<file path="src/rtl/final_layer_sched.sv">
// Final-layer scheduler: streams weight chunks for every output class and
// matches them against the latched activations with XNOR-popcount. It keeps
// the best class, with ties going to the lower class index.
module final_layer_sched #(
  parameter int NUM_INPUTS  = 196,
  parameter int NUM_CLASSES = 10,
  parameter int CHUNK       = 14,
  localparam int NUM_CHUNKS = NUM_INPUTS / CHUNK,
  localparam int N_RD       = NUM_CLASSES * NUM_CHUNKS,
  localparam int AW         = (N_RD > 1) ? $clog2(N_RD) : 1
) (
  input  logic                  clock,
  input  logic                  reset,
  input  logic                  start,
  input  logic [NUM_INPUTS-1:0] data_in,
  output logic                  w_rd_en,
  output logic [AW-1:0]         w_addr,
  input  logic                  w_gnt,
  input  logic [CHUNK-1:0]      w_rdata,
  output logic                  busy,
  output logic                  done,
  output logic [3:0]            answer,
  output logic [7:0]            score
);

  localparam int CW = (NUM_CHUNKS > 1) ? $clog2(NUM_CHUNKS) : 1;

  if (NUM_INPUTS % CHUNK != 0) begin : g_chunk_check
    $error("NUM_INPUTS must be a multiple of CHUNK");
  end
  if (NUM_CLASSES < 2 || NUM_CLASSES > 16) begin : g_class_check
    $error("NUM_CLASSES must be in 2..16");
  end

  typedef enum logic [1:0] {IDLE, RUN, DRAIN, DONE} state_t;

  state_t                  state, state_nxt;
  logic [NUM_INPUTS-1:0]   data_reg;
  logic [CW-1:0]           chunk;
  logic [3:0]              cls;
  logic                    rd_valid;
  logic [CW-1:0]           rd_chunk;
  logic [3:0]              rd_class;
  logic                    rd_last;
  logic [7:0]              acc;
  logic [7:0]              best_score;
  logic [3:0]              best_class;
  logic                    issue;
  logic                    last_addr;
  logic [CHUNK-1:0]        match_bits;
  logic [7:0]              ret_sum;
  logic                    take;
  logic [7:0]              best_nxt;
  logic [3:0]              best_class_nxt;

  function automatic logic [7:0] popcount(input logic [CHUNK-1:0] v);
    logic [7:0] c;
    c = '0;
    for (int unsigned i = 0; i < CHUNK; i++) c = c + 8'(v[i]);
    return c;
  endfunction

  assign issue     = (state == RUN) && w_gnt;
  assign last_addr = (w_addr == AW'(N_RD - 1));

  // State register
  always_ff @(posedge clock) begin
    if (reset) state <= IDLE;
    else       state <= state_nxt;
  end

  // Next-state and Moore outputs
  always_comb begin
    state_nxt = state;
    w_rd_en   = 1'b0;
    busy      = 1'b0;
    done      = 1'b0;
    case (state)
      IDLE:  if (start) state_nxt = RUN;
      RUN: begin
        w_rd_en = 1'b1;
        busy    = 1'b1;
        if (w_gnt && last_addr) state_nxt = DRAIN;
      end
      DRAIN: begin
        busy      = 1'b1;
        state_nxt = DONE;
      end
      DONE: begin
        done      = 1'b1;
        state_nxt = IDLE;
      end
      default: state_nxt = IDLE;
    endcase
  end

  // Score the returning chunk and decide whether it completes a new best class
  always_comb begin
    match_bits     = ~(w_rdata ^ data_reg[int'(rd_chunk) * CHUNK +: CHUNK]);
    ret_sum        = acc + popcount(match_bits);
    take           = rd_valid && rd_last && ((rd_class == '0) || (ret_sum > best_score));
    best_nxt       = take ? ret_sum  : best_score;
    best_class_nxt = take ? rd_class : best_class;
  end

  // Address/counter sequencing, return pipeline, accumulation and result capture
  always_ff @(posedge clock) begin
    if (reset) begin
      data_reg   <= '0;
      w_addr     <= '0;
      chunk      <= '0;
      cls        <= '0;
      rd_valid   <= 1'b0;
      rd_chunk   <= '0;
      rd_class   <= '0;
      rd_last    <= 1'b0;
      acc        <= '0;
      best_score <= '0;
      best_class <= '0;
      answer     <= '0;
      score      <= '0;
    end else begin
      rd_valid <= issue;
      if (state == IDLE && start) begin
        data_reg   <= data_in;
        w_addr     <= '0;
        chunk      <= '0;
        cls        <= '0;
        acc        <= '0;
        best_score <= '0;
        best_class <= '0;
      end
      if (issue) begin
        rd_chunk <= chunk;
        rd_class <= cls;
        rd_last  <= (chunk == CW'(NUM_CHUNKS - 1));
        w_addr   <= last_addr ? '0 : w_addr + 1'b1;
        if (chunk == CW'(NUM_CHUNKS - 1)) begin
          chunk <= '0;
          cls   <= cls + 1'b1;
        end else begin
          chunk <= chunk + 1'b1;
        end
      end
      if (rd_valid) begin
        acc        <= rd_last ? '0 : ret_sum;
        best_score <= best_nxt;
        best_class <= best_class_nxt;
      end
      // The final return lands in DRAIN, so the result is taken from the
      // combinational best to make it visible during the DONE cycle.
      if (state == DRAIN) begin
        answer <= best_class_nxt;
        score  <= best_nxt;
      end
    end
  end

endmodule

</file>
<file path="config.mk">
export PLATFORM = sky130hd
export DESIGN_NAME = final_layer_sched
export DESIGN_NICKNAME = d
export VERILOG_FILES = /design/src/rtl/final_layer_sched.sv
export SDC_FILE = /design/constraint.sdc
export NUM_CORES = 1
export LEC_CHECK = 0
export BUFFER_PORTS_ARGS = -buffer_cell sky130_fd_sc_hd__buf_2
export CAP_MARGIN = 40
export CORE_UTILIZATION = 32
export DETAILED_ROUTE_END_ITERATION = 12
export PLACE_DENSITY_LB_ADDON = 0.08
export SETUP_SLACK_MARGIN = 0.5
export SLEW_MARGIN = 20
export SYNTH_ARGS = -nofsm -noshare
export SYNTH_HDL_FRONTEND = slang
export SYNTH_SLANG_ARGS = --single-unit
</file>
<file path="constraint.sdc">
create_clock -name clock -period 8.4 [get_ports clock]
set_input_delay 1.26 -clock clock [delete_from_list [all_inputs] [get_ports clock]]
set_output_delay 1.26 -clock clock [all_outputs]
set_load 0.01 [all_outputs]
</file>
==> flow_summary.ini <==
[cells_and_area]
nets = 1851
largest_reg_flops = 196
multi_input_comb_area_mm2 = 0.00601
syn_to_final_growth_pct = 21.3
regArea_mm2 = 0.00513
n_fill_cell = 3803
drive_above_1_share_pct = 22.5

[yosys]
synth-seq-cells = 256
synth_cell_types = 56
synth_top_family_by_area = simple AND/OR/NAND/NOR gates
synth_compound_area_share_pct = 15.6
synth_nets = 1667
synth.most_common_cell = nand2_1
yosys_warnings = 0
synth_seq_area_share_pct = 43.5
synth_mux_area_share_pct = 9.93
syn-instance-count = 1418
synth_edf_count = 0
synth-xor-area-share_pct = 1.34
synth_area_leaders = dfxtp_1 (43%), nand2_1 (14%), a21oi_1 (11%), mux4_2 (6.9%), mux2i_1 (3.1%)
async_flop_share_pct = 0
syn_area_mm2 = 0.0118
synthSimpleGateAreaFrac_pct = 19.6
ys.flop_type = dfxtp_1
synthTopCellsByCount = nand2_1 (452), dfxtp_1 (256), a21oi_1 (254)
synth-adder-area-share_pct = 4.35
yosysTopAreaCell = dfxtp_1
netlist.area_leader.share_pct = 43.5
postSynthAreaPerCell_um2 = 8.32

[die]
rows = 69
die_w_um = 194
start_util_pct = 32.8
coreArea_mm2 = 0.0359
ios = 237
die-area_mm2 = 0.0376
die_height_um = 194

[min_path]
hold_start = data_reg[54]$_SDFFE_PP0P_
hold_class = reg2reg

[cts]
htreeDepth = 1
cts_made_buffers = 30
clock-root-buffer = clkbuf_16
cts.clk_slew.worst_paths_ps = 60
cts_max_path_buffers = 3
insertion_delay_ps = 560
clock_sink_count = 256
ctsResizeCount = 0
tritoncts = done
ctsHoldBuffers = 0
post_cts_buffers = 0

[power_and_ir_drop]
p_switching_w = 0.00194
p_sw_share_pct = 39.1
comb_power_share_pct = 41.9
p_leak_nw = 5.59
ir_drop_mv = 0.205
power_frac_seq_pct = 31.4
clkPwrFrac_pct = 26.6
power_density_mw_per_mm2 = 348
intPower_w = 0.00303

[sta]
fin_crit_ps = 7160
setup_ws_ps = 1240
hold_violations = 0
setup_viol = 0
fin_crit_sh_pct = 85.2
max_freq_mhz = 140
fin_skew_ps = 8.99
relSlewSlack_pct = 47.6
rsz0062_at_grt = false
fin_hold_ws_ps = 450
finalMaxSlewViolations = 0
tightest_slew_ps = 786
timing.setup.tns_ps = 0

[critical_path]
cp_max_fo = 30
timing.rr.start = rd_chunk[0]$_SDFFE_PP0P_
startpoint = rd_chunk[0]$_SDFFE_PP0P_
crit_buf_inv = 5
cp-start-kind = register
crit_top_cell = fa_1
required_ps = 8860
critPathKind = reg2reg
critical_path.slowest_cell = dfxtp_4
slowest_delay_ps = 610
critPathTopFamily = adder cells
cp_data_arrival_time_ps = 7620
crit_path_end_kind = register

[placement]
place_ws_ps = 868
gp_congestion = 0.833
hpwlAfterDp_um = 27200
io_buffers = 236

[global_routing]
grt_pass1_wl_um = 57400
track_usage_pct = 19.3
antenna_found_initial = 4
grt_max_degree = 93
overflow = 0
grt_pass1_vias = 10100

[flow_run]
maxCapViolCount = 0

[routing]
detailroute.via_count = 10300
drt_iter0_drc = 673
via_per_inst = 4.94
drcViolationCount = 0
dr.pass1.iters = 5
antenna_left = 0
routed_wl_um = 37500
wl_per_cell_um = 18.0

[run_status]
status = finished clean
==> power by group through the flow <==
| stage | clock network, W | registers (W) | logic (W) |
|---|---|---|---|
| after floorplan | 0 | 0.00155 | 0.00147 |
| after global placement | 0 | 0.00159 | 0.00207 |
| after detailed placement | 0 | 0.00159 | 0.00209 |
| after CTS | 0.00136 | 0.00156 | 0.00210 |
| after global routing | 0.00141 | 0.00159 | 0.00234 |
| final | 0.00132 | 0.00156 | 0.00209 |
==> layer usage <==
layer | wire length, um | global-route usage [%] | up-vias
li1 | - | - | 5166
met2 | 16500 | 29.6 | 195
met4 | 791 | 4.91 | 6
met5 | 47 | 0 | -
met3 | 1420 | 2.73 | 56
met1 | 18700 | 28.4 | 4886
==> layout make-up <==
cell class,count,share of cell area (%)
Antenna cell,1,0.0175
Clock buffer,42,6.20
Clock inverter,13,0.963
Inverter,35,0.919
Multi-Input combinational cell,1023,42.0
Sequential cell,256,35.9
Tap cell,461,4.03
Timing Repair Buffer,256,9.98
==> worst min-delay path, delay by kind of cell (launching register included) <==
family / cells / cell delay, ps
and+or+nand+nor: 1 / 50
AOI/OAI and AO/OA: 1 / 50
DFF: 1 / 300
==> logic make-up after synthesis <==
group                    after synthesis
AO/OA/AOI/OAI                        329
XOR/XNOR                              18
adder cells (fa/ha/maj)               35
buffers and inverters                139
flip-flops                           256
multiplexers                          72
AND/OR/NAND/NOR                      569
==> stage by stage <==
stage / area (um^2) / cells / utilization, % / total power [W]
2_1_floorplan: 11800 / 1418 / - / 0.00302
3_3_place_gp: 13200 / 2026 / 36.6 / 0.00366
3_5_place_dp: 13200 / 2030 / 36.9 / 0.00367
4_1_cts: 14300 / 2085 / 39.7 / 0.00502
5_1_grt: 14300 / 2087 / 39.8 / 0.00534
6_report: 14300 / 2087 / 39.8 / 0.00497
==> final timing paths <==
path | slack, ps | cells after the start | end
worst min register to register | 450 | 2 | data_reg[54]$_SDFFE_PP0P_
worst max-delay path | 1240 | 26 | answer[2]$_SDFFE_PP0P_
worst min-delay path | 450 | 2 | data_reg[54]$_SDFFE_PP0P_
worst max register to register | 1240 | 26 | answer[2]$_SDFFE_PP0P_
==> layout by cell type, fill, tap and decap left out, drive strengths merged, types with 3 or more instances in the layout <==
cell      count
o22ai        14
a21o          3
clkinv        8
clkbuf       43
fa           10
o221ai        6
nand3        19
and2          3
a211oi        6
nand2b        5
o21ai        15
a41oi         4
inv          35
buf         255
mux2i        36
nand2       455
nor2b         3
nor2         61
nand3b        4
o211ai        3
a311oi       11
clkinvlp      3
and3          3
a21oi       259
mux4         36
ha           25
nand4b        4
nor3b         4
xnor2        10
xor2          8
dfxtp       256
No activity file was read; power rests on OpenSTA's default activity.
